**config.mk**
```make
export PLATFORM = sky130hd
export DESIGN_NAME = alu_sequencer
export DESIGN_NICKNAME = d
export VERILOG_FILES = /design/src/rtl/alu_seq_pkg.sv /design/src/rtl/alu_sequencer_settle_counter.sv /design/src/rtl/alu_sequencer.sv
export SDC_FILE = /design/constraint.sdc
export NUM_CORES = 1
export LEC_CHECK = 0
export CAP_MARGIN = 5
export CORE_MARGIN = 3
export CORE_UTILIZATION = 45
export CTS_BUF_LIST = sky130_fd_sc_hd__clkbuf_8
export DETAILED_ROUTE_END_ITERATION = 12
export GPL_ROUTABILITY_DRIVEN = 0
export GPL_TIMING_DRIVEN = 1
export PLACE_DENSITY_LB_ADDON = 0.1
export SYNTH_ARGS = -nofsm -noshare
export SYNTH_HDL_FRONTEND = slang
export SYNTH_SLANG_ARGS = --single-unit
export TNS_END_PERCENT = 5
```
**constraint.sdc**
```tcl
create_clock -name clk -period 1.8 [get_ports clk]
set_input_delay 0.45 -clock clk [delete_from_list [all_inputs] [get_ports clk]]
set_output_delay 0.45 -clock clk [all_outputs]
set_load 0.03 [all_outputs]
```
**src/rtl/alu_seq_pkg.sv**
```systemverilog
// ============================================================================
// Module : alu_seq_pkg
// Brief  : Shared types and constants for the ALU sequencer: FSM states,
//          ALU function encoding, instruction class and flag bit positions.
// Rev    : 1.0  initial release
// ============================================================================
`default_nettype none

package alu_seq_pkg;

  // Sequencer phases, in the order an ALU instruction walks through them
  typedef enum logic [2:0] {
    ST_IDLE    = 3'd0,
    ST_DRIVE   = 3'd1,
    ST_ENABLE  = 3'd2,
    ST_LATCH   = 3'd3,
    ST_RELEASE = 3'd4
  } state_t;

  // Function codes as seen by the 3-to-8 decoder (the fff field)
  typedef enum logic [2:0] {
    FN_ADD = 3'b000,
    FN_INC = 3'b001,
    FN_AND = 3'b010,
    FN_OR  = 3'b011,
    FN_XOR = 3'b100,
    FN_NOT = 3'b101,
    FN_SHL = 3'b110,
    FN_CLR = 3'b111
  } fn_t;

  // Upper nibble that marks an ALU-class instruction byte
  localparam logic [3:0] ALU_CLASS = 4'b1000;

  // Bit positions inside the {S,C,Z} flag vector
  localparam int FLAG_Z = 0;
  localparam int FLAG_C = 1;
  localparam int FLAG_S = 2;

  // Only ADD and INC produce a meaningful carry; other functions clear C
  function automatic logic fn_keeps_carry(input logic [2:0] fn);
    return (fn == FN_ADD) || (fn == FN_INC);
  endfunction

endpackage

`default_nettype wire

```
**src/rtl/alu_sequencer_settle_counter.sv**
```systemverilog
// ============================================================================
// Module : settle_counter
// Brief  : 4-bit down-counter with synchronous load, decrement and a zero
//          flag. Times how long the decoder enable dwells while the relay
//          contacts settle.
// Rev    : 1.0  initial release
// ============================================================================
`default_nettype none

module settle_counter (
  input  logic       clk,
  input  logic       rst_n,
  input  logic       load,
  input  logic [3:0] load_val,
  input  logic       dec,
  output logic       zero
);

  logic [3:0] r_count;

  // Load takes priority; decrement stops at zero so the flag stays stable
  always_ff @(posedge clk or negedge rst_n) begin
    if (!rst_n) begin
      r_count <= 4'd0;
    end else if (load) begin
      r_count <= load_val;
    end else if (dec && (r_count != 4'd0)) begin
      r_count <= r_count - 4'd1;
    end
  end

  assign zero = (r_count == 4'd0);

endmodule

`default_nettype wire

```
**src/rtl/alu_sequencer.sv**
```systemverilog
// ============================================================================
// Module : alu_sequencer
// Brief  : Drives the ALU function decoder in relay-safe order (code, then
//          enable, then release), samples the ALU result, strobes the A or D
//          load and updates the {S,C,Z} flags.
//          Optional macro RELAY_SETTLE_EN: enable dwells SETTLE_CYCLES cycles.
// Rev    : 1.0  initial release
// ============================================================================
`default_nettype none

module alu_sequencer
  import alu_seq_pkg::*;
#(
  parameter int SETTLE_CYCLES = 4
) (
  input  logic       clk,
  input  logic       rst_n,
  input  logic       instr_valid,
  input  logic [7:0] instr,
  output logic       instr_ready,
  output logic [2:0] fctn_code,
  output logic       v_en,
  input  logic [7:0] alu_result,
  input  logic       alu_carry,
  output logic       ld_a,
  output logic       ld_d,
  output logic [7:0] data_out,
  output logic [2:0] flags,
  output logic       done,
  output logic       illegal
);

  // A dwell outside 1..15 cannot be represented by the 4-bit settle counter
  if ((SETTLE_CYCLES < 1) || (SETTLE_CYCLES > 15)) begin : g_settle_range_chk
    $error("alu_sequencer: SETTLE_CYCLES must be within 1..15");
  end

  state_t r_state;
  state_t w_next_state;
  logic   r_dst;          // 0 = A, 1 = D
  logic   w_accept;
  logic   w_is_alu;
  logic   w_settle_done;

  assign instr_ready = (r_state == ST_IDLE);
  assign w_accept    = instr_valid && instr_ready;
  assign w_is_alu    = (instr[7:4] == ALU_CLASS);

`ifdef RELAY_SETTLE_EN
  localparam logic [3:0] c_settle_load = 4'(SETTLE_CYCLES - 1);
  logic w_cnt_zero;

  // Loaded while DRIVE so ENABLE starts with SETTLE_CYCLES-1 cycles to go
  settle_counter u_settle_counter (
    .clk      (clk),
    .rst_n    (rst_n),
    .load     (r_state == ST_DRIVE),
    .load_val (c_settle_load),
    .dec      (r_state == ST_ENABLE),
    .zero     (w_cnt_zero)
  );

  assign w_settle_done = w_cnt_zero;
`else
  // Without relay settling the enable phase is a single cycle
  assign w_settle_done = 1'b1;
`endif

  // State register
  always_ff @(posedge clk or negedge rst_n) begin
    if (!rst_n) begin
      r_state <= ST_IDLE;
    end else begin
      r_state <= w_next_state;
    end
  end

  // Next-state decode
  always_comb begin
    w_next_state = r_state;
    case (r_state)
      ST_IDLE:    if (w_accept && w_is_alu) w_next_state = ST_DRIVE;
      ST_DRIVE:   w_next_state = ST_ENABLE;
      ST_ENABLE:  if (w_settle_done) w_next_state = ST_LATCH;
      ST_LATCH:   w_next_state = ST_RELEASE;
      ST_RELEASE: w_next_state = ST_IDLE;
      default:    w_next_state = ST_IDLE;
    endcase
  end

  // Registered strobes and enable, decoded from the state being entered so
  // they line up with the state itself and drop glitch-free on reset
  always_ff @(posedge clk or negedge rst_n) begin
    if (!rst_n) begin
      v_en    <= 1'b0;
      ld_a    <= 1'b0;
      ld_d    <= 1'b0;
      done    <= 1'b0;
      illegal <= 1'b0;
    end else begin
      v_en    <= (w_next_state == ST_ENABLE) || (w_next_state == ST_LATCH);
      ld_a    <= (w_next_state == ST_LATCH) && !r_dst;
      ld_d    <= (w_next_state == ST_LATCH) &&  r_dst;
      done    <= (w_next_state == ST_RELEASE);
      illegal <= w_accept && !w_is_alu;
    end
  end

  // Function code and destination captured at accept; the code is held
  // through IDLE so the decoder never sees a spurious transition
  always_ff @(posedge clk or negedge rst_n) begin
    if (!rst_n) begin
      fctn_code <= FN_ADD;
      r_dst     <= 1'b0;
    end else if (w_accept && w_is_alu) begin
      fctn_code <= instr[2:0];
      r_dst     <= instr[3];
    end
  end

  // Result and condition flags sampled at the end of LATCH
  always_ff @(posedge clk or negedge rst_n) begin
    if (!rst_n) begin
      data_out <= 8'h00;
      flags    <= 3'b000;
    end else if (r_state == ST_LATCH) begin
      data_out      <= alu_result;
      flags[FLAG_Z] <= (alu_result == 8'h00);
      flags[FLAG_S] <= alu_result[7];
      flags[FLAG_C] <= fn_keeps_carry(fctn_code) ? alu_carry : 1'b0;
    end
  end

endmodule

`default_nettype wire

```
* Word level (Yosys, flattened, before mapping)
Index checks and enable logic that the tools add are counted.
** Storage, ports and cells
- Bits in registers :: 23
- Logic and storage cells :: 33
** Cells by class
- Equal/unequal tests :: 8
- Multiplexer cells :: 3
- Reductions and logical operators :: 12
** Operators with widths (number)
- equality test 3 x 2 -> 1 bit, second input constant :: 4
- one-hot mux 3 bit (4 select lines) :: 1
- zero test 8 bit :: 1
- equality test 3 x 1 -> 1 bit, second input constant :: 2
- zero test 3 bit :: 2
- logical AND 1 bit :: 5
- equality test 4 bit, second input constant :: 1
- equality test 3 bit, second input constant :: 1
- 2-to-1 mux 3 bit :: 1
- zero test 1 bit :: 2
- logical OR 1 bit :: 2
- 2-to-1 mux 1 bit :: 1

* Depth between registers and ports, before layout
Gate-level depths: netlist of run 1.
- Depth in word-level cells :: 7
- Mapped depth :: 4
- Depth with buffers taken out :: 3

* Least setup slack after synthesis of run 1
No wires, ideal clock.
- Path type :: flip-flop to output port
- From :: register r_state[0]
- To :: output instr_ready
- Arrival time :: 1116 ps
- Slack :: 234 ps
- Data required time :: 1350 ps
- Cell stages (with the launch flop) :: 2
- Cells stage by stage :: dfrtp_1 > nor3_1
** Between the ends
- Longest elaborated chain between the ends :: 1
** RTL lines
- start: declaration :: RTL line alu_sequencer.sv:38 : state_t r_state;
- start signal: assignment :: RTL line alu_sequencer.sv:74 : r_state <= w_next_state;
- zero test 3 bit :: RTL line alu_sequencer.sv:45 : assign instr_ready = (r_state == ST_IDLE);
- end: declaration :: RTL line alu_sequencer.sv:20 : output logic instr_ready,
Every way passes these cells.

* Final worst setup path of run 1
- From :: register flags[1]
- To :: output flags[1]
** RTL lines
- start: declaration :: RTL line alu_sequencer.sv:28 : output logic [2:0] flags,
- start signal: indexed assignment :: RTL line alu_sequencer.sv:128 : flags[FLAG_Z] <= (alu_result == 8'h00);
- start signal: indexed assignment :: RTL line alu_sequencer.sv:129 : flags[FLAG_S] <= alu_result[7];
- start signal: indexed assignment :: RTL line alu_sequencer.sv:130 : flags[FLAG_C] <= fn_keeps_carry(fctn_code) ? alu_carry : 1'b0;
No word-level cell between the ends.

==> results of run 1 <==
-- metal layers --
layer	GRT usage (%)	part of all wire, %	vias to the layer above
li1	-	-	293
met1	18.04	38	299
met2	26.96	53	28
met3	5.341	7.3	2
met4	7.373	1.1	0
met5	0	0	-
-- cells by family after synthesis --
logic type	count (synthesis)
flops	22
mux	12
xor+xnor	1
buf+inv	4
compound gates	2
simple gates	19
-- cell usage after synthesis --
| library cell | number |
|---|---|
| buf_2 | 1 |
| inv_1 | 2 |
| nand3b_2 | 1 |
| nor2_2 | 1 |
| xnor2_1 | 1 |
| and3_1 | 1 |
| mux2_2 | 8 |
| dfrtp_1 | 22 |
| o21ai_0 | 2 |
| buf_4 | 1 |
| nor4_1 | 2 |
| nor3_1 | 1 |
| nor4b_4 | 1 |
| and4bb_2 | 1 |
| nor2_1 | 4 |
| nand4b_4 | 1 |
| mux2_4 | 4 |
| nand2_1 | 6 |
-- metrics by stage --
stage	instances	area [sq um]	power [mW]	worst slack, ns
CTS	130	1388	2.610	0.01774
global route	130	1395	2.714	0.008282
finish	130	1395	2.578	0.05492
floorplan	60	878.3	1.602	0.2342
detailed placement	126	1318	2.160	-0.1191
global placement	126	1318	2.124	-0.08784
-- sequential cells by signal, summed over array words and instances (netlist names) --
register	flops
data_out	7
done	1
fctn_code	3
flags	3
illegal	1
ld_a	1
ld_d	1
r_dst	1
r_state	3
v_en	1
-- cell type report --
cell class                      instances  share of cell area (%)
Clock buffer                            3                   2.960
Clock inverter                          1                   2.152
Inverter                                2                  0.5381
Multi-Input combinational cell         34                   22.06
Sequential cell                        22                   39.46
Tap cell                               25                   2.242
Timing Repair Buffer                   43                   30.58
-- power groups by stage --
stage	sequential [mW]	combinational [mW]	clock, mW
2_1_floorplan	1.20	0.406	0
3_3_place_gp	0.818	1.31	0
3_5_place_dp	0.828	1.33	0
4_1_cts	0.824	1.33	0.456
5_1_grt	0.850	1.39	0.479
6_report	0.821	1.31	0.451
-- final timing paths --
kind                             from      endpoint  cells past startpoint
max                          flags[1]      flags[1]                      1
min                             r_dst          ld_a                      1
max reg2reg                r_state[2]   data_out[0]                      3
min reg2reg                     r_dst          ld_a                      1
max in group asynchronous       rst_n  fctn_code[2]                      2
min in group asynchronous       rst_n   data_out[5]                      2
-- repair_timing --
action                                  CTS  global route
endpoints found under the setup margin    1             3
gates resized for setup                   1             3
gates cloned                              0             0
==> results.md, run 1 <==
- Status: finished, final reports clean
- Pint: 1.620 mW
- Biggest cell delay along the critical path: 0.67 ns
- Post-DP HPWL: 1341 microns
- Layout area overhead: 58.83%
- Buffers on Ports: 39
- Hold Slack: 0.4683 ns
- Final-report hold violation count: 0
- DR pass1 iterations: 2
- Max Slew Vio Count: 0
- Final TNS setup: 0 ns
- Clock share of power: 17.5%
- Reg2Reg Setup Slack: 0.38 ns
- Global-route wire length before repair: 2973 microns
- Vias in the first global route: 680
- Initial core utilization: 49.26%
- Commonest non-fill, non-tap cell in the layout: clkdlybuf4s50_1
- Longest Clk Path Bufs: 2
- Psw: 0.9586 mW
- Synth unique cells: 18
- CP Buf/Inv Count: 1
- Grt ovf: 0
- Drt total wl: 1726 microns
- Number of antenna violations at the first check in global routing: 0
- Crit. End Element: output port
- Fmax: 573.0 MHz
- Avg WL per Cell: 13.28 microns
- Switching Share: 37.18%
- Seq pwr share: 31.8%
- Synthesized instance count: 60
- Synth Net Count: 80
- Dominant cells by area after synthesis: dfrtp_1 63%, mux2_2 10%, mux2_4 6.8%, nand4b_4 2.7%, nor4b_4 2.7%
- Postcts setup bufs: 0
- Die W: 50.18 microns
- # hold bufs at CTS: 0
- Critical Path RT: 1.35 ns
- Clock Latency Late Sink: 0.26 ns
- MaxCap Viol Count: 0
- Slowest-stage cell, CP: clkdlybuf4s50_1
- Worst min path class: reg -> reg
- Total GRT Usage: 15.96%
- DRT antenna net count: 0
- Final Cycle Share: 96.95%
- Fillcell total: 125
- Crit Path Class: reg -> out
- Share of layout cells above drive strength 1: 23.81%
- Most frequent cells in the layout: 35 x clkdlybuf4s50_1, 22 x dfrtp_1, 8 x mux2_2
- CTS buffer count: 3
- 1st-iter DRT viols: 4
- Multi-input gate area: 307.8 sq um
- Seq cells post-synth: 22
- Minimum clock period: 1.745 ns
- Vias: 622
- Top-area cell type share of the netlist area: 62.68%
- Synth Area in Compound Gates: 1.140%
- Post-Synth Simple-Gate Area: 15.81%
- Setup-failing EPs final: 0
- Clk slew on worst S/H paths: 0.08 ns
- Multiplexer area fraction after synthesis: 17.09%
- Die Y-Extent: 50.18 microns
- CTS tree: yes
- Lkg Pwr: 0.6876 nW
- Nets: 126
- # diodes: 0
- Seq/Total Area, Yosys: 62.68%
- Root buf cell: clkbuf_8
- Largest net degree at the start of global routing: 23
- Critical-path maximum fanout: 2
- CP Launch Type: register
- Largest family of logic cells by synthesized area: multiplexers
- Cell Area, Synth: 878.3 sq um
- Final Skew: 0.002266 ns
- H-tree levels: 1
- CP delay by family, top: buffers and inverters
- Cell accounting for the most synthesized area: dfrtp_1
- Post-Synth Adder-Cell Area: 0%
- Fin util: 78.25%
- Max VDD drop: 1112 uV
- Reg area: 550.5 sq um
- Drt drc: 0
- XOR/XNOR Fraction of Synth Area: 0.9972%
- Floorplan core area: 0.001783 sq mm
- Row cnt: 15
- Yosys warns: 0
- Clock sink total: 22
- RSZ-0062 raised after global routing: false
- Power Density: 1848 mW/mm^2
- Worst rel slew slack: 77.91%
- I/O Pins: 40
- Worst Max-Slew Pin Slew: 0.3295 ns
- Vias per cell: 4.785
- Worst EP arrival: 1.30 ns
- Avg Cell Area, Syn: 14.64 sq um
- Combinational share of power: 50.6%
- Crit path cell chain: clkdlybuf4s50_1
- DIE AREA: 0.002518 sq mm
Note: power is estimated with default switching activity, not from simulation.
==> inputs of run 2 (changes only) <==
CORE_MARGIN = unset   (was 3)
CORE_UTILIZATION = 44   (was 45)
GPL_TIMING_DRIVEN = unset   (was 1)
==> results.md, run 2 (synthesis results as in run 1) <==
- Setup-failing EPs final: 0
- Status: finished, final reports clean
- Final Cycle Share: 97.12%
- Post-DP HPWL: 1279 microns
- Max Slew Vio Count: 0
- Longest Clk Path Bufs: 2
- Layout area overhead: 56.41%
- Floorplan core area: 0.001802 sq mm
- CTS tree: yes
- Root buf cell: clkbuf_8
- Commonest non-fill, non-tap cell in the layout: clkdlybuf4s50_1
- Hold_sp: r_dst
- Slowest-stage cell, CP: clkdlybuf4s50_1
- Buffers on Ports: 39
- Vias: 616
- Final-report hold violation count: 0
- RR Endpoint: data_out[0]
- Number of antenna violations at the first check in global routing: 0
- RSZ-0062 raised after global routing: false
- Biggest cell delay along the critical path: 0.68 ns
- Lkg Pwr: 0.6574 nW
- Worst Max-Slew Pin Slew: 0.3371 ns
- MaxCap Viol Count: 0
- FF-to-FF Start: r_state[2]
- CTS buffer count: 3
- DR pass1 iterations: 2
- Largest net degree at the start of global routing: 23
- Power Density: 1794 mW/mm^2
- Clk slew on worst S/H paths: 0.07 ns
- Worst EP arrival: 1.30 ns
- Crit. Startpoint: fctn_code[2]
- Grt ovf: 0
- Minimum clock period: 1.748 ns
- Most frequent cells in the layout: 37 x clkdlybuf4s50_1, 22 x dfrtp_1, 8 x mux2_2
- Worst min path class: reg -> reg
- Multi-input gate area: 307.8 sq um
- Vias per cell: 4.738
- Total GRT Usage: 17.74%
- Max VDD drop: 1105 uV
- R2R depth: 3
- Row cnt: 15
- CP delay by family, top: buffers and inverters
- Max reg flops: 7
- Final Skew: 0.003761 ns
- Reg2Reg Setup Slack: 0.37 ns
- Drt total wl: 1656 microns
- Clock sink total: 22
- Crit path cell chain: clkdlybuf4s50_1
- Critical-path maximum fanout: 3
- Hold Slack: 0.4782 ns
- # hold bufs at CTS: 0
- 1st-iter DRT viols: 2
- Reg area: 550.5 sq um
- I/O Pins: 40
- Nets: 126
- Hold path cells: 1
- CP Launch Type: register
- Vias in the first global route: 623
- Crit. End Element: output port
- Critical Path RT: 1.35 ns
- Share of layout cells above drive strength 1: 23.81%
- Biggest register: data_out
- Drt drc: 0
- Fmax: 572.0 MHz
- Initial core utilization: 48.75%
- Final TNS setup: 0 ns
- Die W: 46.68 microns
- # diodes: 0
- WHS Endpoint: ld_a
- Fillcell total: 136
- DRT antenna net count: 0
- DIE AREA: 0.002179 sq mm
- H-tree levels: 1
- Worst rel slew slack: 77.41%
- Global-route wire length before repair: 2594 microns
- Crit Path Class: reg -> out
- Fin util: 76.25%
- Die Y-Extent: 46.68 microns
- CP Buf/Inv Count: 1
- Clock Latency Late Sink: 0.25 ns
- Avg WL per Cell: 12.74 microns
run 2: worst max path at each step:
stage	end	slack (ns)	cells past startpoint
after global routing	data_out[7]	0.006	1
after global placement	fctn_code[2]	-0.09	4
after CTS	fctn_code[1]	0.03	1
after floorplan	instr_ready	0.23	1
final	fctn_code[2]	0.05	1
after detailed placement	fctn_code[1]	-0.16	4
run 2: layer usage:
layer  share of wire [%]  up-vias  GRT usage, %
li1                    -      296             -
met1                  40      296         20.10
met2                  54       22         30.28
met3                 4.2        2         3.529
met4                 1.6        0         10.86
met5                   0        -             0
run 2: final cells by class:
| cell class | count | area share, % |
|---|---|---|
| inverters | 2 | 0.5464 |
| well taps | 25 | 2.277 |
| multi-input cells | 34 | 22.40 |
| repair buffers | 43 | 30.69 |
| clock buffers | 4 | 4.007 |
| flip-flops and latches | 22 | 40.07 |
run 2: repair_timing:
action / 4_1_cts / 5_1_grt
endpoints found under the setup margin: 1 / 1
resized for setup: 1 / 1
hold endpoints to repair: 0 / 0
setup buffers: 0 / 0
gates cloned: 0 / 0
run 2: where the power goes:
part / switching, mW / leakage (nW) / internal [mW]
clock network: 0.145 / 0.0288 / 0.194
logic: 0.687 / 0.353 / 0.616
registers: 0.112 / 0.275 / 0.711
run 2: through the flow:
step	instance area (sq um)	power [mW]	std cells	setup slack [ns]
finish	1374	2.465	130	0.05178
global route	1374	2.602	130	0.006022
CTS	1371	2.489	130	0.03388
detailed placement	1318	2.155	126	-0.1626
global placement	1318	2.119	126	-0.09018
floorplan	878.3	1.602	60	0.2342
==> inputs of run 3 (changes only) <==
CTS_CLUSTER_DIAMETER = 60   (was unset)
==> results of run 3 <==
No change in the layout: final DEF, timing and power equal those of run 2.
